===== config.mk =====
export PLATFORM = sky130hd
export DESIGN_NAME = fill_pattern_gen
export DESIGN_NICKNAME = d
export VERILOG_FILES = /design/src/rtl/fill_pattern_gen.sv
export SDC_FILE = /design/constraint.sdc
export NUM_CORES = 1
export LEC_CHECK = 0
export ABC_AREA = 1
export BUFFER_PORTS_ARGS = -buffer_cell sky130_fd_sc_hd__clkbuf_2
export CAP_MARGIN = 0
export CORE_UTILIZATION = 45
export DETAILED_ROUTE_END_ITERATION = 10
export PLACE_DENSITY = 0.68
export REMOVE_ABC_BUFFERS = 1
export SETUP_SLACK_MARGIN = 0.15
export SYNTH_ARGS = -nofsm -noshare
export SYNTH_HDL_FRONTEND = slang
export SYNTH_SLANG_ARGS = --single-unit

===== constraint.sdc =====
create_clock -name clk -period 3 [get_ports clk]
set_input_delay 0.45 -clock clk [delete_from_list [all_inputs] [get_ports clk]]
set_output_delay 0.45 -clock clk [all_outputs]
set_load 0.005 [all_outputs]

===== src/rtl/fill_pattern_gen.sv =====
`default_nettype none
// ============================================================================
//  Module   : fill_pattern_gen
//  Function : Sequential source of width-cast fill words. For every cast
//             width W = STEP, 2*STEP, ..., WIDTH it emits W'('0) and then
//             W'('1), zero-extended to WIDTH bits. Each word goes out on a
//             valid/ready handshake together with its cast width, its fill
//             kind and a last-word flag.
//  Revision : 1.0 - initial release
// ============================================================================
module fill_pattern_gen #(
    parameter int WIDTH = 64,
    parameter int STEP  = 1
) (
    input  logic                       clk,
    input  logic                       rst_n,
    input  logic                       start,
    input  logic                       out_ready,
    output logic                       out_valid,
    output logic [WIDTH-1:0]           out_data,
    output logic [$clog2(WIDTH+1)-1:0] out_width,
    output logic                       out_kind,
    output logic                       out_last,
    output logic                       busy,
    output logic                       done
);

    // ------------------------------------------------------------------------
    // Constants
    // ------------------------------------------------------------------------
    localparam int               c_ww    = $clog2(WIDTH + 1);
    localparam logic [c_ww-1:0]  c_width = c_ww'(WIDTH);
    localparam logic [c_ww-1:0]  c_step  = c_ww'(STEP);
    localparam logic [WIDTH-1:0] c_ones  = {WIDTH{1'b1}};

    // ------------------------------------------------------------------------
    // Elaboration-time parameter checks
    // ------------------------------------------------------------------------
    generate
        if (WIDTH < 1) begin : g_bad_width
            $error("fill_pattern_gen: WIDTH must be at least 1");
        end
        if (STEP < 1) begin : g_bad_step
            $error("fill_pattern_gen: STEP must be at least 1");
        end else if ((WIDTH % STEP) != 0) begin : g_bad_divisor
            $error("fill_pattern_gen: STEP must divide WIDTH");
        end
    endgenerate

    // ------------------------------------------------------------------------
    // State encoding
    // ------------------------------------------------------------------------
    typedef enum logic [1:0] {
        ST_IDLE = 2'd0,
        ST_RUN  = 2'd1,
        ST_DONE = 2'd2
    } state_t;

    state_t            r_state;
    state_t            w_state_nxt;
    logic [c_ww-1:0]   r_width;
    logic [c_ww-1:0]   w_width_nxt;
    logic              r_kind;
    logic              w_kind_nxt;
    logic              r_last;
    logic              w_last_nxt;
    logic [WIDTH-1:0]  r_data;
    logic [WIDTH-1:0]  w_data_nxt;

    // ------------------------------------------------------------------------
    // Low-W-bits mask. Shifting an all-ones word down by (WIDTH - W) never
    // needs a bit above WIDTH, so W = WIDTH yields all ones without the
    // overflow that (1 << WIDTH) - 1 would suffer in a WIDTH-bit expression.
    // ------------------------------------------------------------------------
    function automatic logic [WIDTH-1:0] f_mask(input logic [c_ww-1:0] w);
        logic [c_ww-1:0] sh;
        sh = c_width - w;
        if (w == '0) begin
            f_mask = '0;
        end else begin
            f_mask = c_ones >> sh;
        end
    endfunction

    // ------------------------------------------------------------------------
    // Next-state and next-word selection
    // ------------------------------------------------------------------------
    always_comb begin
        w_state_nxt = r_state;
        w_width_nxt = r_width;
        w_kind_nxt  = r_kind;
        w_last_nxt  = r_last;
        w_data_nxt  = r_data;

        case (r_state)
            // IDLE and DONE behave the same: wait for start, then load the
            // first word (W = STEP, kind 0). DONE keeps the last word visible.
            ST_IDLE, ST_DONE: begin
                if (start) begin
                    w_state_nxt = ST_RUN;
                    w_width_nxt = c_step;
                    w_kind_nxt  = 1'b0;
                    w_last_nxt  = 1'b0;
                    w_data_nxt  = '0;
                end
            end

            // Advance only on a transfer; start is deliberately not looked at
            // here, so a start that coincides with the last transfer is lost.
            ST_RUN: begin
                if (out_ready) begin
                    if (r_last) begin
                        w_state_nxt = ST_DONE;
                    end else if (!r_kind) begin
                        w_kind_nxt = 1'b1;
                        w_last_nxt = (r_width == c_width);
                        w_data_nxt = f_mask(r_width);
                    end else begin
                        w_width_nxt = r_width + c_step;
                        w_kind_nxt  = 1'b0;
                        w_last_nxt  = 1'b0;
                        w_data_nxt  = '0;
                    end
                end
            end

            default: begin
                w_state_nxt = ST_IDLE;
            end
        endcase
    end

    // ------------------------------------------------------------------------
    // State and output-word registers; reset dominates start.
    // ------------------------------------------------------------------------
    always_ff @(posedge clk) begin
        if (!rst_n) begin
            r_state <= ST_IDLE;
            r_width <= '0;
            r_kind  <= 1'b0;
            r_last  <= 1'b0;
            r_data  <= '0;
        end else begin
            r_state <= w_state_nxt;
            r_width <= w_width_nxt;
            r_kind  <= w_kind_nxt;
            r_last  <= w_last_nxt;
            r_data  <= w_data_nxt;
        end
    end

    // ------------------------------------------------------------------------
    // Outputs: everything comes straight from registers, so the word is
    // glitch-free at the edge and frozen during a stall.
    // ------------------------------------------------------------------------
    assign out_valid = (r_state == ST_RUN);
    assign busy      = (r_state == ST_RUN);
    assign done      = (r_state == ST_DONE);
    assign out_data  = r_data;
    assign out_width = r_width;
    assign out_kind  = r_kind;
    assign out_last  = r_last;

endmodule
`default_nettype wire

* Word-level counts from Yosys, hierarchy flattened
Cells that the tools add are included.
Storage, ports and cells: register bits 75, latch bits 0, bits in writable memories 0, memory bits (read-only) 0, bits of input ports 4, output and inout bits 76, word-level logic and storage cells 48, memories 0
Operators by class: add/sub/neg operators 2, multiply operators 0, div/mod/pow operators 0, order comparisons 0, eq/ne operators 8, shifts and indexed selects 1, mux-type cells 24, bitwise operators 0, reductions and logical operators 8
Operators with widths (number):
- 2-to-1 mux 64 bit | 5
- one-hot mux 64 bit (2 select lines) | 1
- >> shifter 64 x 7 -> 64 bit, first input constant | 1
- 2-to-1 mux 7 bit | 4
- one-hot mux 7 bit (2 select lines) | 1
- adder 7 x 1 -> 7 bit, second input constant | 1
- equality test 7 bit, second input constant | 1
- zero test 7 bit | 1
- 2-to-1 mux 1 bit | 7
- subtractor 7 bit, first input constant | 1
- 2-to-1 mux 2 bit | 3
- inequality test 2 bit, second input constant | 3
- AND reduction 3 bit | 2
- AND reduction 5 bit | 1
- inequality test 2 x 1 -> 1 bit, second input constant | 2
- one-hot mux 1 bit (2 select lines) | 2
- one-hot mux 2 bit (2 select lines) | 1
- AND reduction 4 bit | 1
- equality test 2 x 1 -> 1 bit, second input constant | 1
- equality test 2 bit, second input constant | 1
- zero test 2 bit | 1
- nonzero test 2 bit | 1
- OR reduction 2 bit | 1

* Logic depth before layout (Yosys ltp)
word-level depth 7, gate-level depth with buffers 12, mapped depth without buffers 12

* Worst setup path before layout
OpenSTA, ideal clock, no wires.
path type register to register, from reg r_width[0] (netlist: out_width[0]), to reg r_data[10] (netlist: out_data[10]), library setup time 0.110 ns, data arrival time 1.716 ns, data required time 2.890 ns, setup slack 1.174 ns, stages on the path, launching flop included 13, buffers on the path 0, period minus slack after synthesis 1.826 ns, cells stage by stage dfxtp_1 -> inv_2 -> ha_1 -> inv_1 -> ha_1 -> nor2_1 -> inv_1 -> nand2_1 -> nand2_1 -> nand2_1 -> nand3_1 -> nand2_1 -> inv_1
On the way: cells in the longest elaborated chain, start to end 7, elaborated cells on any way between the ends 8, classes of those cells 1 x add/sub; 1 x shift; 5 x mux; 1 x reduce/logical
Ends and longest elaborated chain:
- from (decl) | RTL line 61 | logic [c_ww-1:0] r_width;
- from (signal assigned) | RTL line 145 | r_width <= w_width_nxt;
- subtractor 7 bit | RTL line 77 | sh = c_width - w;
- >> shifter 64 x 7 -> 64 bit | RTL line 81 | f_mask = c_ones >> sh;
- 2-to-1 mux 64 bit (*) | RTL line 78 | if (w == '0) begin
- 2-to-1 mux 64 bit (*) | RTL line 114 | end else if (!r_kind) begin
- 2-to-1 mux 64 bit (*) | RTL line 112 | if (r_last) begin
- 2-to-1 mux 64 bit (*) | RTL line 111 | if (out_ready) begin
- one-hot mux 64 bit (2 select lines) (*) | RTL line 95 | case (r_state)
- to (signal assigned) | RTL line 148 | r_data <= w_data_nxt;
- to (decl) | RTL line 67 | logic [WIDTH-1:0] r_data;
Mark *: on every way between the ends. The rest lies on a longest branch, timed or not. The select of a mux whose other input is x is not followed. A chain may end at the register's enable or synchronous reset.

* Final worst setup path
from reg r_width[0] (netlist: out_width[0]), to reg r_data[2] (netlist: out_data[2])
Same word-level chain as after synthesis.

==> impl_summary.txt <==
----------------------------------------------------
[Timing]
  Total Negative Setup Slacks ... 0 ns
  Setup violations, final ... 0
  Final clock skew ... 0.007127 ns
  Final period utilization ... 77.12%
  Final critical-path required period ... 2.314 ns
  Number of endpoints with negative hold slack in the final report ... 0
  Final Max Tran Viols ... 0
  Highest achievable clock rate ... 0.4322 GHz
  Relative slew margins ... 57.56%
  Transition at the pin with the smallest max-transition slack ... 0.6351 ns
  RSZ-0062 raised after global routing ... no

[Clock tree]
  Sink Count ... 75
  CTS Root Buffer Type ... sky130_fd_sc_hd__clkbuf_8
  Max Buffers Root-to-Sink ... 2
  TritonCTS clock tree ... yes
  Clock latency at the later pin of the worst-skew pair ... 0.35 ns
  Number of clock buffers inserted by TritonCTS ... 9
  Post-CTS Setup Bufs ... 0
  Post-cts repair resize count ... 0
  CTS H-Tree Depth ... 3
  Clock transition time at the flip-flop clock pins of the worst setup and hold paths ... 0.08 ns
  CTS hold repair buffers ... 0

[Synth]
  Mean instance size in the synthesized netlist ... 6.987 µm²
  Post-synthesis async set-or-reset flop share ... 0%
  Most common cell in the netlist ... sky130_fd_sc_hd__nand2_1
  Most frequent cells after synthesis ... sky130_fd_sc_hd__nand2_1 (169), sky130_fd_sc_hd__dfxtp_1 (75), sky130_fd_sc_hd__a21oi_1 (51)
  Flops & latches, synth ... 75
  Most used flip-flop cell after synthesis ... sky130_fd_sc_hd__dfxtp_1
  Number of instances in the synthesized netlist ... 505
  Cell area after synthesis ... 0.003528 mm²
  Number of enable-type register cells in the synthesized netlist ... 0
  Cell types with the largest area share after synthesis ... sky130_fd_sc_hd__dfxtp_1 (43%), sky130_fd_sc_hd__nand2_1 (18%), sky130_fd_sc_hd__a21oi_1 (7.2%)
  Area leader, netlist ... sky130_fd_sc_hd__dfxtp_1
  Register area share after synthesis ... 42.55%
  Share of Yosys cell area claimed by the top area cell type ... 42.55%
  Syn. warnings ... 0
  Number of different library cells in the post-synthesis netlist ... 29

[Outcome]
  Result of the run ... finished clean

[GRT]
  First-pass GRT wire length ... 14,890 µm
  Initial antenna violation count ... 0
  Leftover overflow at the end of global routing ... 0
  Largest net degree at the start of global routing ... 41
  Via count of the first global-routing pass ... 3,217
  All-layer global routing usage ... 22.49%

[Finish]
  Count of non-filler cells in the finished layout ... 677
  Count of fill cells added during filler insertion ... 748
  Utilization of the core after routing ... 56.46%
  Area overhead of the layout relative to synthesis ... 18.55%
  Total Nets Final ... 585
  Layout cell share with drive strength beyond 1 ... 22.49%
  Total inserted antenna cells ... 0

[Critical path]
  CP Data Required Time ... 3.30 ns
  Critical path fanouts, max ... 27
  Arrival time reported for the critical path endpoint ... 2.61 ns
  Kind of capture point of the worst setup path ... register
  Critical setup path kind ... reg2reg
  Critical path startpoint category ... register

[Place]
  Half-perimeter wire length of the detailed placement result ... 6244 µm
  I/O Buffers ... 79
  Final weighted congestion of routability-driven global placement ... 0.8389
  Cell Count Post-Placement ... 662

[Drt]
  Antenna viol nets, final ... 0
  Drt total wl ... 8593 µm
  Number of iterations in the first detailed-routing pass ... 4
  DRC violation count after routing ... 0
  Starting DRC count in detailed routing ... 184
  Routed via count divided by cell count ... 5.010
  Detail-routed net length per standard cell ... 12.69 µm
  Via count ... 3,392

[Run]
  Max cap viols ... 0

[Power and ir drop]
  Power density normalized to cell area ... 578.4 mW/mm²
  Max VDD drop ... 0.2564 mV
  Static power due to leakage ... 1.921 nW

[Min path]
  Path class of the lowest-slack min-delay path ... in2reg

[Floorplan]
  Initial core utilization ... 47.63%
  Width of the die ... 90.55 µm
  Top-level port count ... 80
  Number of core rows ... 31
  Die boundary height ... 90.55 µm
  Core Region ... 0.007408 mm²
  Die Outline Area ... 0.008199 mm²

----------------------------------------------------
==> placed cells by master, fill, tap and decap left out, drive strengths merged <==
cell,n
ha,7
nand2,173
a21oi,52
clkbuf,88
inv,45
o21ai,6
nor3,2
nor2,43
clkinvlp,2
nand4,6
buf,6
xor2,2
dfxtp,75
or2,2
a211oi,2
bufinv,3
nand3b,4
a31oi,1
nand3,59
==> stage by stage <==
stage	setup WS (ns)	hold slack (ns)	total power, mW	instance area, µm²
4_1_cts	0.6780	0.3700	2.438	4183
3_5_place_dp	0.7027	0.4542	1.517	3945
6_report	0.6865	0.3771	2.419	4183
3_3_place_gp	0.8776	0.4515	1.510	3945
5_1_grt	0.4416	0.4149	2.550	4183
2_1_floorplan	0.5711	0.4618	1.379	3378
==> where the power goes <==
part	switching, mW	internal [mW]	total (mW)
Sequential	0.0231	1.03	1.05
Combinational	0.316	0.128	0.444
Clock	0.373	0.550	0.924
Total	0.713	1.71	2.42
==> state kept, by name, indices dropped and copies added (netlist names) <==
register and flops:
out_data 64, out_width 7, r_state 2, out_kind 1, out_last 1
==> worst paths after layout <==
kind / from / to / slack (ns) / cells after the start
hold reg to reg: out_data[40]$_SDFFE_PN0P_ / out_data[40]$_SDFFE_PN0P_ / 0.47 / 2
hold / removal: start / r_state[1]$_SDFFE_PN0P_ / 0.38 / 4
setup / recovery: out_width[0]$_SDFFE_PN0P_ / out_data[2]$_SDFFE_PN0P_ / 0.69 / 10
setup reg to reg: out_width[0]$_SDFFE_PN0P_ / out_data[2]$_SDFFE_PN0P_ / 0.69 / 10
==> cells by family after synthesis <==
kind of cell	synth area share (%)
and+or+nand+nor	36.60
AOI/OAI and AO/OA	8.936
adders and majority gates	2.482
xor gates and xnor gates	0.4965
buffers and inverters	8.936
DFF	42.55
==> layout make-up <==
class	instances	area (µm²)	share of cell area, %
clock buffer	9	123.9	2.961
clock inverter	6	113.9	2.722
inverter	44	165.2	3.949
multi-input combinational	359	1714	40.98
sequential	75	1501	35.90
tap	99	123.9	2.961
timing repair buffer	85	440.4	10.53
==> layer usage <==
metal | GRT usage (%) | share of wire, % | vias up
li1 | - | - | 1751
met1 | 29.77 | 47 | 1538
met2 | 36.49 | 47 | 92
met3 | 3.030 | 5.1 | 11
met4 | 9.812 | 1.3 | 0
met5 | 0 | 0 | -
==> critical path, stage by stage (launching register included) <==
cell                      delay [ns]
sky130_fd_sc_hd__dfxtp_1        0.38
sky130_fd_sc_hd__inv_2          0.16
sky130_fd_sc_hd__ha_1           0.25
sky130_fd_sc_hd__nand3_1        0.13
sky130_fd_sc_hd__nand2_1        0.08
sky130_fd_sc_hd__nand2_1        0.08
sky130_fd_sc_hd__nor2_4         0.50
sky130_fd_sc_hd__nand2_2        0.35
sky130_fd_sc_hd__nand3_1        0.18
sky130_fd_sc_hd__nand2_1        0.07
sky130_fd_sc_hd__inv_1          0.06
Note: power is estimated with default switching activity, not from simulation.
